## config.mk

```make
export PLATFORM = sky130hd
export DESIGN_NAME = sub_pipe
export DESIGN_NICKNAME = d
export VERILOG_FILES = /design/src/rtl/tpu_arith_pkg.sv /design/src/rtl/fulladder.sv /design/src/rtl/sub_seg.sv /design/src/rtl/sub_pipe.sv
export SDC_FILE = /design/constraint.sdc
export NUM_CORES = 1
export LEC_CHECK = 0
export ABC_AREA = 0
export ABC_CLOCK_PERIOD_IN_PS = 2900
export CORE_MARGIN = 2
export CORE_UTILIZATION = 25
export DETAILED_ROUTE_END_ITERATION = 10
export MAX_ROUTING_LAYER = met4
export PLACE_DENSITY_LB_ADDON = 0.15
export SLEW_MARGIN = 25
export SYNTH_ARGS = -nofsm -noshare
export SYNTH_HDL_FRONTEND = slang
export SYNTH_SLANG_ARGS = --single-unit
```

## constraint.sdc

```tcl
create_clock -name clk -period 2.9 [get_ports clk]
set_input_delay 0.29 -clock clk [delete_from_list [all_inputs] [get_ports clk]]
set_output_delay 0.29 -clock clk [all_outputs]
set_load 0.005 [all_outputs]
```

## src/rtl/tpu_arith_pkg.sv

```systemverilog
// -----------------------------------------------------------------------------
// tpu_arith_pkg
//   Shared definitions for the TPU arithmetic helpers.
//   - SUB_MODE_WRAP / SUB_MODE_SAT : encodings of the per-beat subtract mode bit.
//   - sub_clamp()                  : decides whether a subtract result is forced
//                                    to zero, given the mode and the borrow flag.
// -----------------------------------------------------------------------------
package tpu_arith_pkg;

    // Per-beat subtract mode carried alongside the operands.
    localparam logic SUB_MODE_WRAP = 1'b0;  // modulo-2^WIDTH result
    localparam logic SUB_MODE_SAT  = 1'b1;  // clamp to zero on borrow

    // Returns 1 when the raw difference must be replaced by zero.
    function automatic logic sub_clamp(input logic mode, input logic borrow);
        logic clamp;
        unique case (mode)
            SUB_MODE_WRAP: clamp = 1'b0;
            SUB_MODE_SAT:  clamp = borrow;
        endcase
        return clamp;
    endfunction

endpackage

```

## src/rtl/fulladder.sv

```systemverilog
// -----------------------------------------------------------------------------
// fulladder
//   Single-bit full adder, the leaf cell of the ripple subtract segments.
//   Ports:
//     a_i, b_i, cin_i : addend bits and carry in
//     sum_o           : a_i ^ b_i ^ cin_i
//     cout_o          : carry out
// -----------------------------------------------------------------------------
module fulladder (
    input  logic a_i,
    input  logic b_i,
    input  logic cin_i,
    output logic sum_o,
    output logic cout_o
);

    logic p;

    assign p      = a_i ^ b_i;
    assign sum_o  = p ^ cin_i;
    assign cout_o = (a_i & b_i) | (cin_i & p);

endmodule

```

## src/rtl/sub_seg.sv

```systemverilog
// -----------------------------------------------------------------------------
// sub_seg
//   Combinational SEG-bit ripple subtract segment: {cout, diff} = a + ~b + cin.
//   With cin = 1 on the least significant segment this is a - b in two's
//   complement; cout = 1 means "no borrow" out of this segment.
//   Parameters:
//     SEG  : segment width in bits
//   Ports:
//     a    : minuend slice
//     b    : subtrahend slice (inverted internally)
//     cin  : carry in (1 = no borrow into this slice)
//     diff : difference slice
//     cout : carry out (1 = no borrow out of this slice)
// -----------------------------------------------------------------------------
module sub_seg #(
    parameter int SEG = 4
) (
    input  logic [SEG-1:0] a,
    input  logic [SEG-1:0] b,
    input  logic           cin,
    output logic [SEG-1:0] diff,
    output logic           cout
);

    logic [SEG:0] c;

    assign c[0] = cin;

    for (genvar i = 0; i < SEG; i++) begin : g_bit
        fulladder u_fa (
            .a_i    (a[i]),
            .b_i    (~b[i]),
            .cin_i  (c[i]),
            .sum_o  (diff[i]),
            .cout_o (c[i+1])
        );
    end

    assign cout = c[SEG];

endmodule

```

## src/rtl/sub_pipe.sv

```systemverilog
// -----------------------------------------------------------------------------
// sub_pipe
//   Pipelined unsigned subtractor, out_diff = in_a - in_b, with the ripple-borrow
//   chain split into STAGES registered segments of SEG = WIDTH/STAGES bits.
//   Each beat carries its own wrap/saturate mode; the borrow flag is exported.
//   Latency is exactly STAGES cycles, throughput one beat per cycle.
//
//   Parameters:
//     WIDTH  : operand/result width, a multiple of STAGES
//     STAGES : number of pipeline segments (1..WIDTH)
//
//   Ports:
//     clk        : rising-edge clock
//     rst_n      : asynchronous active-low reset, discards in-flight beats
//     in_valid   : operand beat valid
//     in_ready   : beat accepted this cycle (combinational from out side)
//     in_a, in_b : unsigned minuend / subtrahend
//     in_sat     : 1 = saturate to 0 on borrow, 0 = wrap
//     out_valid  : result beat valid
//     out_ready  : consumer accepts the result
//     out_diff   : result
//     out_borrow : 1 iff in_a < in_b (in both modes)
//
//   Datapath layout per stage register:
//     word : a rotating WIDTH-bit word. Stage s consumes the low SEG bits (the
//            next minuend slice) and shifts its finished diff slice in at the
//            top, so after STAGES stages the word holds the full difference in
//            natural bit order.
//     b    : the subtrahend shifted right by SEG per stage so the next segment
//            always reads its slice from the low bits. Not kept in the last
//            stage, where nothing consumes it.
//     carry, sat, valid : inter-segment carry, beat mode and stage occupancy.
// -----------------------------------------------------------------------------
module sub_pipe
    import tpu_arith_pkg::*;
#(
    parameter int WIDTH  = 8,
    parameter int STAGES = 2
) (
    input  logic             clk,
    input  logic             rst_n,
    input  logic             in_valid,
    output logic             in_ready,
    input  logic [WIDTH-1:0] in_a,
    input  logic [WIDTH-1:0] in_b,
    input  logic             in_sat,
    output logic             out_valid,
    input  logic             out_ready,
    output logic [WIDTH-1:0] out_diff,
    output logic             out_borrow
);

    localparam int SEG = WIDTH / STAGES;

    // Global advance: the whole pipe moves together, bubbles included, whenever
    // the output register is empty or being drained this cycle.
    logic adv;

    // Boundary s is the input of stage s; boundary STAGES is the output register.
    logic [WIDTH-1:0] bnd_word  [STAGES+1];
    logic [WIDTH-1:0] bnd_b     [STAGES];
    logic             bnd_carry [STAGES+1];
    logic             bnd_sat   [STAGES+1];
    logic             bnd_valid [STAGES+1];

    logic             borrow;

    assign bnd_word[0]  = in_a;
    assign bnd_b[0]     = in_b;
    assign bnd_carry[0] = 1'b1;  // a + ~b + 1 == a - b
    assign bnd_sat[0]   = in_sat;
    assign bnd_valid[0] = in_valid;

    assign adv      = !out_valid || out_ready;
    assign in_ready = adv;

    for (genvar s = 0; s < STAGES; s++) begin : g_stage
        logic [SEG-1:0]   seg_diff;
        logic             seg_cout;
        logic [WIDTH-1:0] word_d;
        logic [WIDTH-1:0] word_q;
        logic             carry_q;
        logic             sat_q;
        logic             valid_q;

        sub_seg #(
            .SEG (SEG)
        ) u_seg (
            .a    (bnd_word[s][SEG-1:0]),
            .b    (bnd_b[s][SEG-1:0]),
            .cin  (bnd_carry[s]),
            .diff (seg_diff),
            .cout (seg_cout)
        );

        if (SEG == WIDTH) begin : g_single
            assign word_d = seg_diff;
        end else begin : g_rotate
            assign word_d = {seg_diff, bnd_word[s][WIDTH-1:SEG]};
        end

        // NOTE: state registers use non-blocking assignments so every stage
        // samples its predecessor's pre-edge value; blocking here would let a
        // beat race through several stages in one clock.
        // NOTE: data registers are reset as well as the valids, so the outputs
        // read as zero after reset rather than holding stale operands.
        always_ff @(posedge clk or negedge rst_n) begin
            if (!rst_n) begin
                word_q  <= '0;
                carry_q <= 1'b0;
                sat_q   <= 1'b0;
                valid_q <= 1'b0;
            end else if (adv) begin
                word_q  <= word_d;
                carry_q <= seg_cout;
                sat_q   <= bnd_sat[s];
                valid_q <= bnd_valid[s];
            end
        end

        assign bnd_word[s+1]  = word_q;
        assign bnd_carry[s+1] = carry_q;
        assign bnd_sat[s+1]   = sat_q;
        assign bnd_valid[s+1] = valid_q;

        if (s < STAGES - 1) begin : g_fwd_b
            logic [WIDTH-1:0] b_q;

            always_ff @(posedge clk or negedge rst_n) begin
                if (!rst_n) begin
                    b_q <= '0;
                end else if (adv) begin
                    b_q <= bnd_b[s] >> SEG;
                end
            end

            assign bnd_b[s+1] = b_q;
        end
    end

    // Output mux. A cleared carry register would read as borrow=1, so the flag
    // is qualified by out_valid to present 0 while the output is empty.
    assign out_valid  = bnd_valid[STAGES];
    assign borrow     = ~bnd_carry[STAGES];
    assign out_borrow = out_valid & borrow;
    assign out_diff   = sub_clamp(bnd_sat[STAGES], borrow) ? '0 : bnd_word[STAGES];

endmodule

```

==> flow_metrics.py, run 1 <==
metrics = {
    "grt": {
        "antenna_found_initial": 0,
        "grt_pass1_vias": 846,
        "grt_max_degree": 27,
        "grtUsageTotal": 0.0941,
        "grt.overflow.total": 0,
        "grt_pass1_wl_mm": 4.24,
    },
    "cts": {
        "cts_setup_buffers": 0,
        "clockRootBuffer": "clkbuf_8",
        "cts_tree": "done",
        "clk_path_buf_depth": 2,
        "htree_levels": 1,
        "worst_skew_pair.late_latency_ns": 0.26,
        "cts-hold-fix-buffers": 0,
        "cts.repair.resized": 0,
        "clk_pin_slew_ns": 0.08,
        "cts_buffers": 3,
        "cts_sinks": 26,
    },
    "cells_and_area": {
        "drive_gt1_frac": 0.210,
        "fin_cells": 194,
        "nets": 155,
        "area_growth_syn_to_layout_pct": 32.3,
        "antenna-diode-count": 0,
        "fill_cells": 539,
    },
    "placement": {
        "hpwlAfterDp_mm": 1.68,
        "dp.cells": 191,
        "gp_congestion": 0.724,
        "io_buffers": 31,
    },
    "synth": {
        "ys_types": 13,
        "yosysWarnings": 0,
        "synth.avg_cell_area_um2": 14.4,
        "synth-seq-area-share": 0.501,
        "netlist_instances": 90,
        "syn-cell-area_mm2": 0.00130,
        "syn-num-nets": 119,
        "ys_seq_elements": 26,
    },
    "drt": {
        "routed_wl_mm": 2.37,
        "route.detailed.drc": 0,
        "drt_iter0_drc": 14,
        "detail_route.wl_per_cell_um": 12.2,
        "ant_nets": 0,
        "vias": 760,
        "dr.pass1.iters": 2,
        "via_per_inst": 3.92,
    },
    "timing": {
        "slew_headroom": 0.773,
        "hold_viol_final": 0,
        "fin_skew_ns": 0.00230,
        "setup_violations": 0,
        "period_share": 0.795,
        "slew_viol_final": 0,
        "rsz0062_at_grt": "false",
        "period_needed_ns": 2.30,
        "worst_slew_pin_slew_ns": 0.341,
        "max_freq_mhz": 434,
        "finalSetupTns_ns": 0,
    },
    "pwr": {
        "switching_share": 0.258,
        "combPwrFrac": 0.345,
        "power.density_mw_per_mm2": 614,
        "internal_power_uw": 783,
        "vdd_drop_max_uv": 371,
        "power_switching_uw": 272,
        "clockPowerShare": 0.189,
        "p_leak_nw": 0.757,
        "p_seq_frac": 0.466,
    },
    "critical_path": {
        "worstSetupPathType": "in2reg",
        "cp.arrival_ns": 2.46,
        "end_kind": "flop",
        "startpoint_type": "primary input",
        "r2r_slack_ns": 0.65,
        "reg2reg_from": "g_stage[0].g_fwd_b.b_q[0]",
        "r2r_end": "g_stage[1].word_q[7]",
        "cp_data_required_time_ns": 3.06,
        "crit_fanout": 1,
        "ff2ff_path_depth": 8,
    },
    "floorplan": {
        "dieArea_mm2": 0.00579,
        "start_util": 0.256,
        "die_x_um": 76.1,
        "io_pins": 32,
        "coreArea_mm2": 0.00507,
        "dieHeight_um": 76.1,
        "std_cell_rows": 26,
    },
    "flow_run": {
        "maxCapViolCount": 0,
    },
    "hold_path": {
        "hold_class": "in2async",
    },
    "status": {
        "status": "finished clean",
    },
}
==> worst max path at each step <==
| stage | endpoint | depth (start not counted) | startpoint |
|---|---|---|---|
| finish | g_stage[0].word_q[7] | 8 | in_a[0] |
| global route | g_stage[1].word_q[7] | 8 | g_stage[0].g_fwd_b.b_q[0] |
| CTS | g_stage[0].word_q[7] | 8 | in_a[0] |
| detailed placement | g_stage[0].word_q[7] | 8 | in_a[0] |
| global placement | g_stage[0].word_q[7] | 8 | in_a[0] |
| floorplan | g_stage[1].word_q[7] | 8 | g_stage[0].g_fwd_b.b_q[0] |
==> worst max-delay path, cell delays in order <==
cell and delay [ns]:
clkdlybuf4s50_1 0.45, inv_1 0.04, ha_1 0.20, fa_1 0.37
fa_1 0.37, inv_1 0.08, fa_1 0.40, mux2_2 0.27
==> power groups by stage <==
stage / clock network, mW / logic [mW] / registers, mW
after floorplan: 0 / 0.208 / 0.484
after global placement: 0 / 0.370 / 0.498
after detailed placement: 0 / 0.371 / 0.501
after CTS: 0.214 / 0.375 / 0.495
after global routing: 0.226 / 0.411 / 0.505
final: 0.199 / 0.364 / 0.491
==> synthesized netlist by cell type (all sizes together) <==
library cell  instances  area share
inv                  11       0.032
fa                    7        0.11
ha                    1      0.0096
nor2b                 1      0.0048
nand2b                3       0.014
dfrtp                26        0.50
and2                  8       0.039
a21oi                 5       0.019
buf                   3       0.033
nor3b                 5       0.029
mux2                 20        0.21
==> cell usage in the layout, fill, tap and decap left out <==
| cell | Yosys | final |
|---|---|---|
| clkdlybuf4s50_1 | 0 | 31 |
| dfrtp_1 | 26 | 26 |
| mux2_4 | 13 | 13 |
| inv_1 | 11 | 11 |
| and2_1 | 8 | 8 |
| mux2_2 | 7 | 7 |
| fa_1 | 7 | 7 |
| nor3b_1 | 5 | 5 |
| a21oi_1 | 5 | 5 |
| nand2b_1 | 3 | 3 |
| clkbuf_8 | 0 | 3 |
| buf_4 | 0 | 3 |
| nor2b_1 | 1 | 1 |
| ha_1 | 1 | 1 |
==> state kept, by name (all words and copies together) (netlist names) <==
register,cells
g_stage.carry_q,2
g_stage.g_fwd_b.b_q,4
g_stage.valid_q,1
g_stage.word_q,16
g_stage.sat_q,2
out_valid,1
==> per-stage QoR <==
stage	worst slack (ns)	area [um2]	hold WS, ns	total power, mW	util
floorplan	0.725	1300	-0.00559	0.692	-
global placement	0.319	1680	0.442	0.867	0.330
detailed placement	0.299	1680	0.448	0.873	0.330
CTS	0.591	1720	0.410	1.08	0.339
global route	0.498	1720	0.419	1.14	0.339
finish	0.596	1720	0.400	1.06	0.339
==> layer usage <==
| metal | vias to the layer above | share of wire | track usage |
|---|---|---|---|
| li1 | 358 | - | - |
| met1 | 378 | 0.49 | 0.132 |
| met2 | 22 | 0.44 | 0.135 |
| met3 | 2 | 0.057 | 0.0355 |
| met4 | 0 | 0.0046 | 0.0109 |
| met5 | - | 0 | - |
==> area by class of cell <==
type / count / area (um2) / share of cell area
sequential: 26 / 651 / 0.379
multi-input combinational: 50 / 564 / 0.328
clock buffer: 3 / 41.3 / 0.0240
tap: 70 / 87.6 / 0.0510
timing repair buffer: 34 / 333 / 0.194
inverter: 11 / 41.3 / 0.0240
==> cells by family after synthesis <==
logic type | after synthesis | synth area share
DFF | 26 | 0.501
muxes | 20 | 0.211
and+or+nand+nor | 17 | 0.0867
buffers and inverters | 14 | 0.0645
adders and majority gates | 8 | 0.118
AOI/OAI and AO/OA | 5 | 0.0193
Power figures use the tool's default switching activity.
==> run 2: changes to the inputs <==
--- a/config.mk
+++ b/config.mk
@@ -6,7 +6,7 @@
 export NUM_CORES = 1
 export LEC_CHECK = 0
 export ABC_AREA = 0
-export ABC_CLOCK_PERIOD_IN_PS = 2900
+export ABC_CLOCK_PERIOD_IN_PS = 1800
 export CORE_MARGIN = 2
 export CORE_UTILIZATION = 25
 export DETAILED_ROUTE_END_ITERATION = 10
==> constraint.sdc (replaced) <==
create_clock -name clk -period 1.8 [get_ports clk]
set_input_delay 0.18 -clock clk [delete_from_list [all_inputs] [get_ports clk]]
set_output_delay 0.18 -clock clk [all_outputs]
set_load 0.005 [all_outputs]
==> run 2 against run 1 <==
The flow now finishes with violations (negative setup slack). Power up 70%. Highest routed layer unchanged. Critical path type is now reg2reg. Worst setup slack lost 0.95 ns. Hold slack worse by 0.15 ns. Final area increased by 2.1%. Final cell count grew 1.0%. Sequential cell count unchanged. Sequential power is 62% higher. Routed wire length up 1.8%. Clock skew rose by 0.0034 ns.
==> flow_metrics.py, run 2 (synthesis gave the netlist of run 1 again) <==
metrics = {
    "pwr": {
        "power.density_mw_per_mm2": 1020,
        "total_power_mw": 1.79,
        "vdd_drop_max_uv": 436,
        "p_leak_nw": 0.774,
    },
    "drt": {
        "drt_iter0_drc": 41,
        "route.detailed.drc": 0,
        "via_per_inst": 3.87,
        "ant_nets": 0,
        "detail_route.wl_per_cell_um": 12.3,
        "vias": 759,
        "routed_wl_mm": 2.41,
        "dr.pass1.iters": 2,
    },
    "flow_run": {
        "maxCapViolCount": 0,
    },
    "timing": {
        "slew_viol_final": 0,
        "timing.final.ws_setup_ns": -0.355,
        "setup_violations": 2,
        "slew_headroom": 0.769,
        "worst_slew_pin_slew_ns": 0.346,
        "period_needed_ns": 2.15,
        "fin_skew_ns": 0.00567,
        "hold_viol_final": 0,
        "rsz0062_at_grt": "true",
        "max_freq_mhz": 464,
        "period_share": 1.20,
    },
    "grt": {
        "antenna_found_initial": 0,
        "grt_max_degree": 27,
        "grtUsageTotal": 0.0902,
        "grt_pass1_vias": 807,
        "grt_pass1_wl_mm": 3.98,
        "grt.overflow.total": 0,
    },
    "placement": {
        "place_ws_ns": -0.606,
        "hpwlAfterDp_mm": 1.80,
        "io_buffers": 31,
        "gp_congestion": 0.711,
    },
    "floorplan": {
        "std_cell_rows": 26,
        "dieArea_mm2": 0.00579,
        "coreArea_mm2": 0.00507,
        "start_util": 0.256,
        "die_x_um": 76.1,
        "dieHeight_um": 76.1,
        "io_pins": 32,
    },
    "cells_and_area": {
        "drive_gt1_frac": 0.325,
        "regMostFlops": "g_stage.word_q",
        "nets": 156,
        "mostFrequentLayoutCells": "clkdlybuf4s50_1 (27), dfrtp_1 (26), mux2_4 (14)",
        "largest_reg_flops": 16,
        "layout_commonest_cell": "clkdlybuf4s50_1",
        "antenna-diode-count": 0,
        "area_growth_syn_to_layout_pct": 35.1,
        "reg_top3": "g_stage.word_q x16, g_stage.g_fwd_b.b_q x4",
    },
    "cts": {
        "cts_sinks": 26,
        "clk_path_buf_depth": 2,
        "htree_levels": 1,
        "cts_setup_buffers": 0,
        "cts_tree": "done",
        "cts_buffers": 3,
        "clk_pin_slew_ns": 0.09,
        "worst_skew_pair.late_latency_ns": 0.27,
        "clockRootBuffer": "clkbuf_8",
    },
    "status": {
        "violations": "negative setup slack",
        "status": "complete, but fails checks",
    },
    "critical_path": {
        "worstSetupPathType": "reg2reg",
        "slowest_stage": "dfrtp_1",
        "crit_fanout": 2,
        "cp_slowest_stage_delay_ns": 0.40,
        "cp_data_required_time_ns": 1.96,
        "cp.arrival_ns": 2.32,
        "crit_chain": "inv_2, fa_1, inv_1, fa_2, fa_2, inv_2, fa_1, mux2_2",
        "startpoint_type": "flop",
        "end_kind": "flop",
    },
    "hold_path": {
        "hold_class": "in2reg",
    },
}
## run 2: cell types whose count changed in the layout (fill, tap and decap cells not counted), sizes merged
cell and change:
dlygate4sd2 +2, clkbuf +1, clkdlybuf4s50 -4, buf +3
## run 2: worst max-delay path, delay by kind of cell (launching register included)
kind,cells,cell delay (ns)
flip-flops,1,0.40
adder cells (fa/ha/maj),4,1.22
multiplexers,1,0.26
buffers and inverters,3,0.17
## run 2: routing by layer
metal | global-route usage | routed length [um] | vias up
li1 | - | - | 363
met1 | 0.125 | 1170 | 372
met2 | 0.132 | 1110 | 20
met3 | 0.0284 | 120 | 4
met4 | 0.0164 | 14 | 0
met5 | - | 0 | -
## run 2: report_power, final
group	switching, mW	leakage [nW]	internal, mW
logic	0.201	0.446	0.415
clock network	0.186	0.0288	0.196
registers	0.0796	0.299	0.715
## run 2: layout make-up
| class | count | area, um2 |
|---|---|---|
| Clock buffer | 4 | 55.1 |
| Fill cell | 516 | 3320 |
| Inverter | 11 | 41.3 |
| Multi-Input combinational cell | 50 | 592 |
| Sequential cell | 26 | 651 |
| Tap cell | 70 | 87.6 |
| Timing Repair Buffer | 35 | 328 |
## run 2: worst paths after layout
check                                     startpoint                   end  slack [ns]  cells past startpoint
min in group asynchronous                      rst_n  g_stage[1].word_q[2]        0.28                      2
hold reg to reg                   g_stage[0].valid_q             out_valid        0.47                      1
max in group asynchronous                      rst_n    g_stage[1].carry_q        1.26                      2
setup reg to reg           g_stage[0].g_fwd_b.b_q[0]  g_stage[1].word_q[7]       -0.35                      8
setup / recovery           g_stage[0].g_fwd_b.b_q[0]  g_stage[1].word_q[7]       -0.35                      8
hold / removal                               in_b[0]  g_stage[0].word_q[4]        0.25                      3
## run 2: stage by stage
step                      setup TNS, ns  cells  area (um2)  utilization  hold slack, ns
after floorplan                  -0.544     90        1310            -          -0.116
after global placement            -1.51    192        1700        0.334           0.441
after detailed placement          -1.57    192        1700        0.334           0.457
after CTS                        -0.662    196        1750        0.344           0.237
after global routing             -0.775    196        1750        0.346           0.246
final                            -0.617    196        1750        0.346           0.246
## run 2: repair_timing
| action | in CTS | in global routing |
|---|---|---|
| gates resized for setup | 12 | 3 |
| pin swaps | 4 | 2 |
| hold buffers | 0 | 0 |
| setup endpoints to repair | 8 | 9 |
